==> config.mk <==
export PLATFORM = sky130hd
export DESIGN_NAME = odd_parity_serial_tx
export DESIGN_NICKNAME = d
export VERILOG_FILES = /design/src/rtl/odd_parity_pkg.sv /design/src/rtl/odd_parity_gen.sv /design/src/rtl/odd_parity_serial_tx.sv
export SDC_FILE = /design/constraint.sdc
export NUM_CORES = 1
export LEC_CHECK = 0
export CAP_MARGIN = 20
export CELL_PAD_IN_SITES_DETAIL_PLACEMENT = 0
export CELL_PAD_IN_SITES_GLOBAL_PLACEMENT = 1
export CORE_MARGIN = 2
export CORE_UTILIZATION = 44
export CTS_CLUSTER_SIZE = 40
export DETAILED_ROUTE_END_ITERATION = 8
export PLACE_DENSITY_LB_ADDON = 0.1
export SKIP_LAST_GASP = 1
export SLEW_MARGIN = 15
export SYNTH_ARGS = -nofsm -noshare
export SYNTH_HDL_FRONTEND = slang
export SYNTH_HIERARCHICAL = 1
export SYNTH_SLANG_ARGS = --single-unit
export TNS_END_PERCENT = 1
==> constraint.sdc <==
create_clock -name clk -period 4.8 [get_ports clk]
set_input_delay 0.96 -clock clk [delete_from_list [all_inputs] [get_ports clk]]
set_output_delay 0.96 -clock clk [all_outputs]
set_load 0.01 [all_outputs]
==> src/rtl/odd_parity_pkg.sv <==
// Shared types and constants for the odd-parity serial transmitter.
package odd_parity_pkg;

  localparam int unsigned FRAME_BITS = 7;
  localparam int unsigned DATA_BITS  = 4;

  typedef enum logic [2:0] {
    IDLE   = 3'd0,
    START  = 3'd1,
    DATA   = 3'd2,
    PARITY = 3'd3,
    STOP   = 3'd4
  } state_e;

endpackage

==> src/rtl/odd_parity_gen.sv <==
// Combinational odd-parity generator: a+b+c+d+p is always odd.
module odd_parity_gen (
  input  logic a,
  input  logic b,
  input  logic c,
  input  logic d,
  output logic p
);

  // Invert the even parity so the five-bit total comes out odd
  always_comb begin
    p = ~(a ^ b ^ c ^ d);
  end

endmodule

==> src/rtl/odd_parity_serial_tx.sv <==
// Serial transmitter for one nibble per frame: start, a, b, c, d, odd parity, stop.
// Every bit is held BIT_CYCLES clocks. Optional macro PARITY_ERR_INJECT_EN adds an
// err_inject input that inverts the parity bit of the frame accepted with it.
module odd_parity_serial_tx #(
  parameter int unsigned BIT_CYCLES = 1
) (
  input  logic       clk,
  input  logic       rst,
  input  logic [3:0] din,
  input  logic       din_valid,
`ifdef PARITY_ERR_INJECT_EN
  input  logic       err_inject,
`endif
  output logic       din_ready,
  output logic       tx,
  output logic       p_out,
  output logic       busy,
  output logic       frame_done
);

  import odd_parity_pkg::*;

  localparam logic [7:0] LAST_CNT = 8'(BIT_CYCLES - 1);
  localparam logic [1:0] LAST_IDX = 2'(DATA_BITS - 1);

  state_e     state_q, state_d;
  logic [7:0] cnt_q, cnt_d;
  logic [1:0] idx_q, idx_d;
  logic [3:0] data_q, data_d;
  logic       par_q, par_d;
  logic       tx_q, tx_d;
  logic       gen_p;
  logic       inject;
  logic       accept;
  logic       bit_end;

  odd_parity_gen u_gen (
    .a (din[3]),
    .b (din[2]),
    .c (din[1]),
    .d (din[0]),
    .p (gen_p)
  );

`ifdef PARITY_ERR_INJECT_EN
  assign inject = err_inject;
`else
  assign inject = 1'b0;
`endif

  assign accept  = din_valid && (state_q == IDLE);
  assign bit_end = (cnt_q == LAST_CNT);

  // Next-state, counters, latched frame and the tx value for the next cycle
  always_comb begin
    state_d = state_q;
    cnt_d   = cnt_q;
    idx_d   = idx_q;
    data_d  = data_q;
    par_d   = par_q;
    tx_d    = 1'b1;
    case (state_q)
      IDLE: begin
        if (accept) begin
          state_d = START;
          data_d  = din;
          par_d   = gen_p ^ inject;
          cnt_d   = 8'd0;
          idx_d   = 2'd0;
        end
      end
      START: begin
        if (bit_end) begin
          state_d = DATA;
          cnt_d   = 8'd0;
        end else begin
          cnt_d = cnt_q + 8'd1;
        end
      end
      DATA: begin
        if (bit_end) begin
          cnt_d = 8'd0;
          if (idx_q == LAST_IDX) begin
            state_d = PARITY;
            idx_d   = 2'd0;
          end else begin
            idx_d = idx_q + 2'd1;
          end
        end else begin
          cnt_d = cnt_q + 8'd1;
        end
      end
      PARITY: begin
        if (bit_end) begin
          state_d = STOP;
          cnt_d   = 8'd0;
        end else begin
          cnt_d = cnt_q + 8'd1;
        end
      end
      STOP: begin
        if (bit_end) begin
          state_d = IDLE;
          cnt_d   = 8'd0;
        end else begin
          cnt_d = cnt_q + 8'd1;
        end
      end
      default: begin
        state_d = IDLE;
        cnt_d   = 8'd0;
        idx_d   = 2'd0;
      end
    endcase

    // tx is registered, so derive it from where the FSM will be next cycle
    case (state_d)
      START:   tx_d = 1'b0;
      DATA:    tx_d = data_d[2'd3 - idx_d];
      PARITY:  tx_d = par_d;
      default: tx_d = 1'b1;
    endcase
  end

  // State registers with synchronous reset taking priority over accept
  always_ff @(posedge clk) begin
    if (rst) begin
      state_q <= IDLE;
      cnt_q   <= 8'd0;
      idx_q   <= 2'd0;
      data_q  <= 4'd0;
      par_q   <= 1'b0;
      tx_q    <= 1'b1;
    end else begin
      state_q <= state_d;
      cnt_q   <= cnt_d;
      idx_q   <= idx_d;
      data_q  <= data_d;
      par_q   <= par_d;
      tx_q    <= tx_d;
    end
  end

  // Status outputs decoded from the registered state
  always_comb begin
    din_ready  = (state_q == IDLE);
    busy       = (state_q != IDLE);
    frame_done = (state_q == STOP) && bit_end;
    tx         = tx_q;
    p_out      = par_q;
  end

endmodule
## After elaboration in Yosys (flattened, before gate mapping)

Index checks and enable logic that the tools add are counted.

- Word-level logic and storage cells: 51
- Register bits: 19

- Bitwise logic cells: 4
- Reduce and logical (&&, ||, !) cells: 7
- Muxes and demuxes: 21
- Eq/ne operators: 9
- $add $sub $neg: 3
- $lt $le $gt $ge: 1

Operators with widths:

| kind | number |
|---|---|
| $mux W3 | 6 |
| $mux W8 | 2 |
| $pmux W8 S2 | 1 |
| $pmux W3 S5 | 1 |
| $eq A3 B2 Y1 const B | 4 |
| $add A8 B1 Y8 const B | 1 |
| $logic_not A8 Y1 | 1 |
| $mux W4 | 2 |
| $eq A3 B1 Y1 const B | 2 |
| $mux W2 | 3 |
| $pmux W2 S3 | 1 |
| $reduce_or A4 Y1 | 1 |
| $eq A3 B3 Y1 const B | 1 |
| $logic_not A3 Y1 | 1 |
| $lt A2 B3 Y1 const B | 1 |
| $mux W1 | 3 |
| $pmux W1 S3 | 1 |
| $reduce_bool A3 Y1 | 1 |
| $reduce_or A3 Y1 | 1 |
| $xor A1 B1 Y1 | 3 |
| $add A2 B1 Y2 const B | 1 |
| $bmux W1 S2 | 1 |
| $eq A2 B2 Y1 const B | 1 |
| $logic_and A1 B1 Y1 | 2 |
| other kinds (3) | 3 |

## Logic depth before layout (Yosys ltp)

Gate-level depths: netlist of the first run.

- Depth after elaboration: 8
- Depth in mapped cells: 9

## By module

Netlist of the first run, hierarchy kept.

Modules (own cells, without submodules):

| module | cells each | area an instance (um^2) | times used | sequential area each (um^2) |
|---|---|---|---|---|
| odd_parity_serial_tx | 127 | 1,057.3 | 1 | 380.4 |
| odd_parity_gen | 3 | 26.3 | 1 | 0.0 |

## Least setup slack after synthesis of the first run

No wires, ideal clock.

- Path type: flip-flop to output port
- Start point: register cnt_q[0]
- End point: output port frame_done
- Data required time: 3.840 ns
- Setup slack: 2.377 ns
- Path buffers: 1
- Cell stages (with the launch flop): 7
- Arrival time: 1.463 ns
- Path through: dfxtp_1 > inv_1 > ha_1 > or4b_4 > buf_6 > nor2_8 > and3_2

- Longest elaborated chain between the ends: 2

RTL lines:

| item | line | text |
|---|---|---|
| from (decl) | odd_parity_serial_tx.sv:27 | `logic [7:0] cnt_q, cnt_d;` |
| from (signal assigned) | odd_parity_serial_tx.sv:136 | `cnt_q <= cnt_d;` |
| $logic_not A8 Y1 | odd_parity_serial_tx.sv:52 | `assign bit_end = (cnt_q == LAST_CNT);` |
| $logic_and A1 B1 Y1 | odd_parity_serial_tx.sv:148 | `frame_done = (state_q == STOP) && bit_end;` |
| to (decl) | odd_parity_serial_tx.sv:18 | `output logic frame_done` |

Every way passes these cells.

## Worst setup path after layout of the first run

Same ends and word-level chain as after synthesis.

==> summary.md, run 1 <==
| Metric | Value |
|---|---|
| Status | finished, final reports clean |
| Combinational share of power | between 40% and 50% |
| Number of global-route vias before repair | approximately 800 |
| Most common cell in the netlist | dfxtp_1 |
| Sink Count | 19 |
| Syn Area/Cell | between 8 and 9 um2 |
| Hold Vio Cnt, Final | 0 |
| HP Start | data_q[2] |
| Fraction of layout cells with a size suffix above 1 | under 10% |
| TritonCTS buffer count | 3 |
| Crit path arrival time | between 2 and 2.5 ns |
| Gpl congestion | 0.7978 |
| Crit path time final | between 3 and 4 ns |
| MaxCap Viol Count | 0 |
| CTS tree | done |
| Synth area leader | dfxtp_1 |
| Critical setup path kind | reg2out |
| F_max | a little over 300 MHz |
| Number of synthesized flops with an enable pin | 0 |
| Int Power | approximately 0.00036 W |
| Sequential share of power | roughly two fifths |
| Asr flop ratio synth | 0% |
| Post-CTS sizing | 0 |
| Final WS setup | 1.502 ns |
| FF+latch count, synth | 19 |
| Final setup fails | 0 |
| Mapped Cells | between 100 and 150 |
| CP max stage cell | or4b_4 |
| HPWL after DPL | 1.526 mm |
| Antenna viol nets, final | 0 |
| Initial Utilization | 47.61% |
| Horiz. Die Dim | 53.63 um |
| Commonest cells post-synth | dfxtp_1 (19), nand2_1 (16), nor2_1 (14) |
| Yosys warnings | 6 |
| Remaining Overflow, GRT | 0 |
| Hold_buf cts | 0 |
| Routed WL | 2.180 mm |
| IO Pins | 12 |
| Sw Share | between 40% and 50% |
| Share of the synthesized area in the top cell type | 35.10% |
| Crit path max fanout | 8 |
| Net Sw Power | about 0.00025 W |
| Rows | 17 |
| Drt via density | approximately 5.6 |
| Critical R2R Capture | tx |
| Post-CTS setup buffer count | 0 |
| Seq/Total Area, Yosys | roughly a third |
| CTS root buf | clkbuf_4 |
| Max Root-Sink Buffers | 2 |
| Hold Path Depth | 2 |
| Critical path's largest stage delay | approximately 0.53 ns |
| CP bufs+invs | 2 |
| Most used DFF post-synth | dfxtp_1 |
| Flop2flop setup slack | about 2.6 ns |
| Total Die Area | approximately 0.0029 mm2 |
| Slew Limit Fails | 0 |
| Fin Setup TNS | 0 ns |
| Initial antenna violation count | 0 |
| Router iterations before antenna repair | 4 |
| Diodes inserted | 0 |
| Die Ht | 53.63 um |
| GRT Total Usage | between 15 and 20% |
| DRC | 0 |
| R2R cell count | 8 |
| Period Utilization, post-route | ~69% |
| Clock Power Share | roughly an eighth |
| Worst vdd ir | ~0.22 mV |
| Pwr Density | about 510 mW/mm2 |
| # port buffers | 11 |
| Core box area | 0.002276 mm2 |
| Worst path cell trace | inv_1, ha_1, or4b_4, nor2_8, and3_2, clkdlybuf4s50_1 |
| Element type at the critical path end | output pin |
| Leak Pwr | about 0.47 nW |
| Layout Nets | ~150 |
| Mapped Nets | 140 |
| First DRT Iteration DRCs | 13 |
| Critical path's top delay family | simple AND/OR/NAND/NOR gates |
| Largest net degree at the start of global routing | 16 |
| Worst-Margin Slew | about 0.77 ns |
| Layout fillers | 222 |
| Clock skew | roughly 0.0036 ns |
| Reg-to-reg critical path startpoint | cnt_q[0] |
| Clock-pin slew on the worst setup and hold paths | 0.11 ns |
| Synth area leaders | dfxtp_1 (35%), xor2_1 (5.7%), nand2_1 (5.5%) |
| Hold path endpoint | data_q[2] |
| Htree depth | 1 |
| RSZ-0062 raised after global routing | no |
| Post-Syn Area | between 0.001 and 0.0015 mm2 |
| Hold Crit Class | reg2reg |
| Total vias in the final route | 932 |
| Global-route wire length before repair | approximately 3.7 mm |
| Drt wl/cell | between 10 and 15 um |
| Clk Latency, worst-skew pair | about 0.30 ns |
| Tot Pwr | 0.0006168 W |
| Worst Setup Start Kind | flop |
| Post-synth cell types | 40 |
| Worst slack, placed | ~1.8 ns |
| Max-slew headroom | approximately half |
| Req. time, crit path | roughly 3.8 ns |
| Layout area overhead | 12.01% |
-- layout make-up --
cell class	count	area [um2]	share of cell area, %
clock buffer	4	26.28	2.165
inverter	4	15.01	1.237
multi-input combinational	100	646.9	53.30
sequential	19	380.4	31.34
tap	28	35.03	2.887
timing repair buffer	11	110.1	9.072
-- power by group through the flow --
stage                     logic [W]  clock network, W  registers (W)
after floorplan            0.000242                 0       0.000214
after global placement     0.000298                 0       0.000240
after detailed placement   0.000298                 0       0.000240
after CTS                  0.000301         0.0000877       0.000236
after global routing       0.000332         0.0000932       0.000242
final                      0.000297         0.0000822       0.000237
-- worst max-delay path by stage --
stage,start,to,cells past startpoint
after global placement,din_valid,cnt_q[7],7
after global routing,cnt_q[1],frame_done,6
after floorplan,cnt_q[0],frame_done,6
after CTS,cnt_q[0],frame_done,6
after detailed placement,din_valid,cnt_q[7],7
final,cnt_q[0],frame_done,6
-- metal layers --
layer	GRT usage (%)	share of wire, %	vias to the layer above
met5	0	0	-
met4	8.974	1.6	0
met3	3.889	3.8	4
met2	24.69	41	18
met1	26.06	53	442
li1	-	-	468
-- worst min-delay path: cells and delay by family, from the launching register on --
family          cells  cell delay (ns)
flops               1             0.32
compound gates      1             0.05
simple gates        1             0.05
-- placed cells by master, fill, tap and decap left out, types with 2 or more instances in the layout --
cell type / Yosys / layout
a21oi_1: 9 / 9
and3_1: 2 / 2
clkbuf_4: 0 / 3
clkdlybuf4s50_1: 0 / 11
dfxtp_1: 19 / 19
ha_1: 3 / 3
inv_1: 4 / 4
mux2i_1: 3 / 3
nand2_1: 16 / 16
nand2b_1: 2 / 2
nand3_1: 5 / 5
nand4_1: 3 / 3
nand4b_1: 2 / 2
nor2_1: 14 / 14
nor2b_1: 2 / 2
nor3_1: 3 / 3
o21ai_1: 2 / 2
o221ai_1: 2 / 2
o31ai_1: 2 / 2
xnor2_1: 4 / 4
xor2_1: 7 / 7
-- sequential cells by signal, summed over array words and instances, names as in the netlist --
| register | flops |
|---|---|
| cnt_q | 8 |
| tx | 1 |
| data_q | 4 |
| idx_q | 2 |
| state_q | 3 |
| p_out | 1 |
-- per-stage QoR --
| step | instances | hold WS, ns | instance area, um2 | util [%] |
|---|---|---|---|---|
| floorplan | 130 | 0.4315 | 1084 | - |
| global placement | 162 | 0.4487 | 1187 | 52.17 |
| detailed placement | 162 | 0.4495 | 1187 | 52.17 |
| CTS | 166 | 0.4659 | 1214 | 53.33 |
| global route | 166 | 0.4941 | 1214 | 53.33 |
| finish | 166 | 0.4604 | 1214 | 53.33 |
-- logic make-up (layout without fill, tap and decap cells) --
logic type | after synthesis | after routing | share of synthesized area [%]
simple gates | 59 | 59 | 29.79
compound gates | 23 | 23 | 13.74
flops | 19 | 19 | 35.10
xor+xnor | 11 | 11 | 8.891
buf+inv | 11 | 19 | 5.196
mux | 4 | 4 | 3.811
fa+ha+maj | 3 | 3 | 3.465
(Power assumes the default switching activity.)
==> run 2: changes to the inputs <==
--- a/config.mk
+++ b/config.mk
@@ -9,7 +9,7 @@
 export CELL_PAD_IN_SITES_DETAIL_PLACEMENT = 0
 export CELL_PAD_IN_SITES_GLOBAL_PLACEMENT = 1
 export CORE_MARGIN = 2
-export CORE_UTILIZATION = 44
+export CORE_UTILIZATION = 41
 export CTS_CLUSTER_SIZE = 40
 export DETAILED_ROUTE_END_ITERATION = 8
 export PLACE_DENSITY_LB_ADDON = 0.1
==> constraint.sdc (replaced) <==
create_clock -name clk -period 3.4 [get_ports clk]
set_input_delay 0.68 -clock clk [delete_from_list [all_inputs] [get_ports clk]]
set_output_delay 0.68 -clock clk [all_outputs]
set_load 0.01 [all_outputs]
==> run 2 against run 1 <==
  * Register-to-register slack got worse by 1.4 ns
  * Wire length rose by 2.3%
  * Design area grew 1.5%
  * Via count rose by 0.54%
  * Global-route usage fell by 2.7 points
  * Die area grew 6.7%
  * Critical path type unchanged
  * Critical endpoint unchanged
==> summary.md, run 2 (synthesis results as in run 1) <==
| Metric | Value |
|---|---|
| Initial antenna violation count | 0 (unchanged) |
| Max reg flops | 8 (unchanged) |
| Crit path arrival time | 2.35 ns (about the same) |
| Hold Crit Class | reg2reg |
| Most common cell after layout, fill and taps aside | dfxtp_1 |
| Clock-pin slew on the worst setup and hold paths | 0.11 ns (about the same) |
| Layout Nets | 151 (+1.3%) |
| Initial Utilization | 43.34% (-4.3 points) |
| Core box area | 0.002500 mm2 (+9.8%) |
| CTS tree | done |
| CTS root buf | clkbuf_4 |
| MaxCap Viol Count | 0 (unchanged) |
| Met1 Use GR | 22.62% (-3.4 points) |
| Post-CTS sizing | 0 (unchanged) |
| Most frequent cells in the layout | dfxtp_1 (19), nand2_1 (16), nor2_1 (14), clkdlybuf4s50_1 (11), a21oi_1 (9) |
| TritonCTS buffer count | 3 (unchanged) |
| Drt via density | 5.512 (-1.8%) |
| Status | finished, final reports clean |
| Max-slew headroom | 68.45% (+20 points) |
| Worst vdd ir | 0.4789 mV (+120%) |
| Horiz. Die Dim | 55.41 um (+3.3%) |
| Met3 usage | 4.918% (+1.0 points) |
| Crit path time final | just over 3 ns |
| Worst Setup Start Kind | flop |
| Clk Latency, worst-skew pair | 0.30 ns (about the same) |
| Fraction of layout cells with a size suffix above 1 | 10.71% (+2.0 points) |
| Hold Vio Cnt, Final | 0 (unchanged) |
| Diodes inserted | 0 (unchanged) |
| Reg with most FFs | cnt_q |
| Req. time, crit path | 2.72 ns (-1.12 ns) |
| Clock skew | 0.001366 ns (-0.002203 ns) |
| Fin Setup TNS | 0 ns (unchanged) |
| Design Area, Final | 0.001232 mm2 (+1.5%) |
| GRT Total Usage | 15.30% (-2.7 points) |
| Leak Pwr | 0.4772 nW (+2.6%) |
| Post-CTS setup buffer count | 0 (unchanged) |
| Grt peak-use layer | met1 |
| Routed WL | 2.231 mm (+2.3%) |
| Largest regs | cnt_q: 8 flops, data_q: 4 flops, state_q: 3 flops |
| Max Root-Sink Buffers | 2 (unchanged) |
| DP Area | 0.001205 mm2 (+1.5%) |
| Element type at the critical path end | output pin |
| Hold_buf cts | 0 (unchanged) |
| Antenna viol nets, final | 0 (unchanged) |
| First DRT Iteration DRCs | 21 (+8) |
| Number of global-route vias before repair | 808 (-1.8%) |
| Final setup fails | 0 (unchanged) |
| Htree depth | 1 (unchanged) |
| IO Pins | 12 (unchanged) |
| F_max | approximately 330 MHz |
| Layout area overhead | 13.74% |
| RSZ-0062 raised after global routing | no |
| Slew Limit Fails | 0 (unchanged) |
| Period Utilization, post-route | between 80 and 90% |
| Fin Hold WS | 0.4642 ns (+0.003898 ns) |
| Critical setup path kind | reg2out |
| Crit path max fanout | 8 (unchanged) |
| Met2 Usage GRT | 21.09% (-3.6 points) |
| Final WS setup | 0.3731 ns (-1.129 ns) |
| Pwr Density | 721.3 mW/mm2 (+42%) |
| Global-route wire length before repair | 3.788 mm (+1.5%) |
| Worst slack, placed | 0.7096 ns (-1.077 ns) |
| DRC | 0 (unchanged) |
| Gpl congestion | 0.7484 (-6.2%) |
| Router iterations before antenna repair | 4 (unchanged) |
| Total vias in the final route | 937 (+0.54%) |
| Drt wl/cell | 13.12 um (about the same) |
| HPWL after DPL | 1.641 mm (+7.6%) |
| # port buffers | 11 (unchanged) |
| Total Die Area | 0.003070 mm2 (+6.7%) |
| Rows | 18 (+1) |
| Largest net degree at the start of global routing | 16 (unchanged) |
| Die Ht | 55.41 um (+3.3%) |
| Remaining Overflow, GRT | 0 (unchanged) |
| Worst-Margin Slew | 0.4701 ns (-0.2952 ns) |
| Sink Count | 19 (unchanged) |
run 2: cell count changes in the layout (fill, tap and decap cells not counted), sizes merged:
cell,delta
clkbuf,-1
clkinv,+1
buf,+2
run 2: final cells by class:
cell class	count	area (um2)
Timing Repair Buffer	13	125.1
Clock buffer	3	22.52
Multi-Input combinational cell	100	646.9
Inverter	4	15.01
Tap cell	30	37.54
Clock inverter	1	5.005
Fill cell	234	1267
Sequential cell	19	380.4
run 2: through the flow:
stage	util, %	std cells	total power [W]
2_1_floorplan	-	130	0.0006442
3_3_place_gp	48.20	166	0.0007745
3_5_place_dp	48.20	166	0.0007737
4_1_cts	49.30	170	0.0008951
5_1_grt	49.30	170	0.0009602
6_report	49.30	170	0.0008889
run 2: critical path: stages (launching register included):
cell,delay [ns]
dfxtp_1,0.39
inv_1,0.08
ha_1,0.12
or4b_4,0.52
nor2_8,0.20
and3_2,0.20
clkdlybuf4s50_1,0.53
run 2: power by group:
part           internal [W]  switching, W  leakage [nW]
Clock             0.0000439     0.0000755        0.0177
Sequential         0.000265     0.0000684         0.155
Combinational      0.000212      0.000224         0.305
Total              0.000521      0.000367         0.477
run 2: worst paths after layout:
kind	start	end	slack, ns	cells past startpoint
worst max-delay path	cnt_q[0]	frame_done	0.37	6
worst min-delay path	data_q[2]	data_q[2]	0.46	2
worst max register to register	cnt_q[0]	tx	1.25	8
worst min register to register	data_q[2]	data_q[2]	0.46	2
run 2: routing by layer:
| layer | vias up | part of all wire (%) |
|---|---|---|
| li1 | 478 | - |
| met1 | 431 | 52 |
| met2 | 26 | 42 |
| met3 | 2 | 5.0 |
| met4 | 0 | 0.85 |
| met5 | - | 0 |
==> run 3: changes to the inputs <==
--- a/config.mk
+++ b/config.mk
@@ -19,4 +19,4 @@
 export SYNTH_HDL_FRONTEND = slang
 export SYNTH_HIERARCHICAL = 1
 export SYNTH_SLANG_ARGS = --single-unit
-export TNS_END_PERCENT = 1
+export TNS_END_PERCENT = 5
==> constraint.sdc (replaced) <==
create_clock -name clk -period 3.4 [get_ports clk]
set_input_delay 0.68 -clock clk [delete_from_list [all_inputs] [get_ports clk]]
set_output_delay 0.68 -clock clk [all_outputs]
set_load 0.02 [all_outputs]
==> run 3 against run 2 <==
  * Combinational power increased by 5.7%
  * Setup slack got worse by 0.060 ns
  * Sequential cell count unchanged
  * Core utilization decreased by 0.050 points
==> summary.md, run 3 (synthesis results as in run 1) <==
| Metric | Value |
|---|---|
| Status | finished, final reports clean |
| Slew Limit Fails | 0 (unchanged) |
| Total Die Area | 0.003070 mm2 (unchanged) |
| Design Area, Final | 0.001231 mm2 (-0.10%) |
| Crit path time final | 3.087 ns (+0.06041 ns) |
| Clk Latency, worst-skew pair | 0.30 ns (about the same) |
| TritonCTS buffer count | 3 (unchanged) |
| MaxCap Viol Count | 0 (unchanged) |
| Post-CTS setup buffer count | 0 (unchanged) |
| Initial Utilization | 43.34% (unchanged) |
| Clock Power Share | 12.9% (-0.5 points) |
| Number of global-route vias before repair | 842 (+4.2%) |
| F_max | 323.9 MHz (-2.0%) |
| Reg with most FFs | cnt_q |
| Diodes inserted | 0 (unchanged) |
| Die Ht | 55.41 um (unchanged) |
| Core box area | 0.002500 mm2 (unchanged) |
| Most frequent cells in the layout | dfxtp_1 (19), nand2_1 (16), nor2_1 (14), clkdlybuf4s50_1 (11), a21oi_1 (9) |
| Antenna viol nets, final | 0 (unchanged) |
| Sequential share of power | 36.6% (-1.0 points) |
| Rows | 18 (unchanged) |
| Fin util | 49.25% (-0.050 points) |
| Router iterations before antenna repair | 4 (unchanged) |
| Clock-pin slew on the worst setup and hold paths | 0.11 ns (about the same) |
| Worst vdd ir | 0.5449 mV (+14%) |
| HP Start | data_q[3] |
| Hold Crit Class | reg2reg |
| Post-CTS sizing | 0 (unchanged) |
| Crit path max fanout | 8 (unchanged) |
| Max Root-Sink Buffers | 2 (unchanged) |
| Largest regs | cnt_q: 8 flops, data_q: 4 flops, state_q: 3 flops |
| Critical path's largest stage delay | 0.60 ns (+0.07 ns) |
| Most common cell after layout, fill and taps aside | dfxtp_1 |
| HPWL after DPL | 1.637 mm (-0.24%) |
| DP Area | 0.001205 mm2 (unchanged) |
| Max-slew headroom | 68.76% (+0.31 points) |
| Reg-to-reg critical path startpoint | cnt_q[0] |
| Layout area overhead | 13.63% |
| Worst slack, placed | 0.6432 ns (-0.06637 ns) |
| Worst Setup Start Kind | flop |
| Remaining Overflow, GRT | 0 (unchanged) |
| CTS tree | done |
| Fraction of layout cells with a size suffix above 1 | 10.00% (-0.71 points) |
| Final setup fails | 0 (unchanged) |
| Element type at the critical path end | output pin |
| Max reg flops | 8 (unchanged) |
| Worst-Margin Slew | 0.4655 ns (-0.004598 ns) |
| CTS root buf | clkbuf_4 |
| Pwr Density | 741.0 mW/mm2 (+2.7%) |
| Combinational share of power | 50.6% (+1.6 points) |
| # port buffers | 11 (unchanged) |
| Req. time, crit path | 2.72 ns (about the same) |
| Horiz. Die Dim | 55.41 um (unchanged) |
| Fin Setup TNS | 0 ns (unchanged) |
| Hold Vio Cnt, Final | 0 (unchanged) |
| Critical setup path kind | reg2out |
| First DRT Iteration DRCs | 21 (unchanged) |
| Net Sw Power | 0.0003885 W (+5.7%) |
| Gpl congestion | 0.7143 (-4.6%) |
| Crit path arrival time | 2.41 ns (+0.06 ns) |
| CP Launch Point | cnt_q[0] |
| Worst path cell trace | inv_1, ha_1, or4b_4, nor2_8, and3_2, clkdlybuf4s50_1 |
| Int Power | 0.0005238 W (+0.46%) |
| RSZ-0062 raised after global routing | no |
| Sw Share | 42.58% (+1.2 points) |
| GRT Total Usage | 15.16% (-0.15 points) |
| Total vias in the final route | 914 (-2.5%) |
| Clock skew | 0.003171 ns (+0.001805 ns) |
| Hold_buf cts | 0 (unchanged) |
| Routed WL | 2.195 mm (-1.6%) |
| IO Pins | 12 (unchanged) |
| CP max stage cell | clkdlybuf4s50_1 |
| Initial antenna violation count | 0 (unchanged) |
| Drt via density | 5.376 (-2.5%) |
| DRC | 0 (unchanged) |
| Leak Pwr | 0.4745 nW (-0.57%) |
| Largest net degree at the start of global routing | 16 (unchanged) |
| Global-route wire length before repair | 3.829 mm (+1.1%) |
| Period Utilization, post-route | 90.80% (+1.8 points) |
| Drt wl/cell | 12.91 um (-1.6%) |
| Final WS setup | 0.3127 ns (-0.06041 ns) |
| Htree depth | 1 (unchanged) |
| Layout Nets | 151 (unchanged) |
| Sink Count | 19 (unchanged) |
==> run 3: worst max-delay path: cells and delay by family, from the launching register on <==
| family | cells | cell delay, ns |
|---|---|---|
| buffers and inverters | 2 | 0.68 |
| adders and majority gates | 1 | 0.13 |
| and+or+nand+nor | 3 | 0.91 |
| DFF | 1 | 0.39 |
==> run 3: routing by layer <==
metal | global-route usage, % | vias to the layer above | share of wire [%] | routed length, um
met5 | 0 | - | 0 | 0
met4 | 4.181 | 0 | 0.77 | 17
met3 | 2.108 | 2 | 2.1 | 47
met2 | 22.79 | 13 | 42 | 918
met1 | 22.48 | 420 | 55 | 1211
li1 | - | 479 | - | -
==> run 3: final timing paths <==
path / endpoint / slack, ns / depth (start not counted)
max: frame_done / 0.31 / 6
min reg2reg: data_q[3] / 0.46 / 2
max reg2reg: tx / 1.22 / 8
min: data_q[3] / 0.46 / 2
==> run 3: cell type report <==
type / count / area, um2
clock buffer: 4 / 26.28
fill: 267 / 1269
inverter: 4 / 15.01
multi-input combinational: 100 / 646.9
sequential: 19 / 380.4
tap: 30 / 37.54
timing repair buffer: 13 / 125.1
==> run 3: power groups by stage <==
stage	clock network, W	registers [W]	logic, W
after detailed placement	0	0.000340	0.000464
after global routing	0.000129	0.000345	0.000512
final	0.000117	0.000334	0.000461
after CTS	0.000121	0.000334	0.000465
after global placement	0	0.000336	0.000460
after floorplan	0	0.000309	0.000357
==> run 3: metrics by stage <==
step	power, W	hold WS, ns	std cells
after CTS	0.0009207	0.4652	170
after detailed placement	0.0008035	0.4496	166
after global placement	0.0007969	0.4467	166
after floorplan	0.0006667	0.4315	130
after global routing	0.0009871	0.4748	170
final	0.0009124	0.4609	170
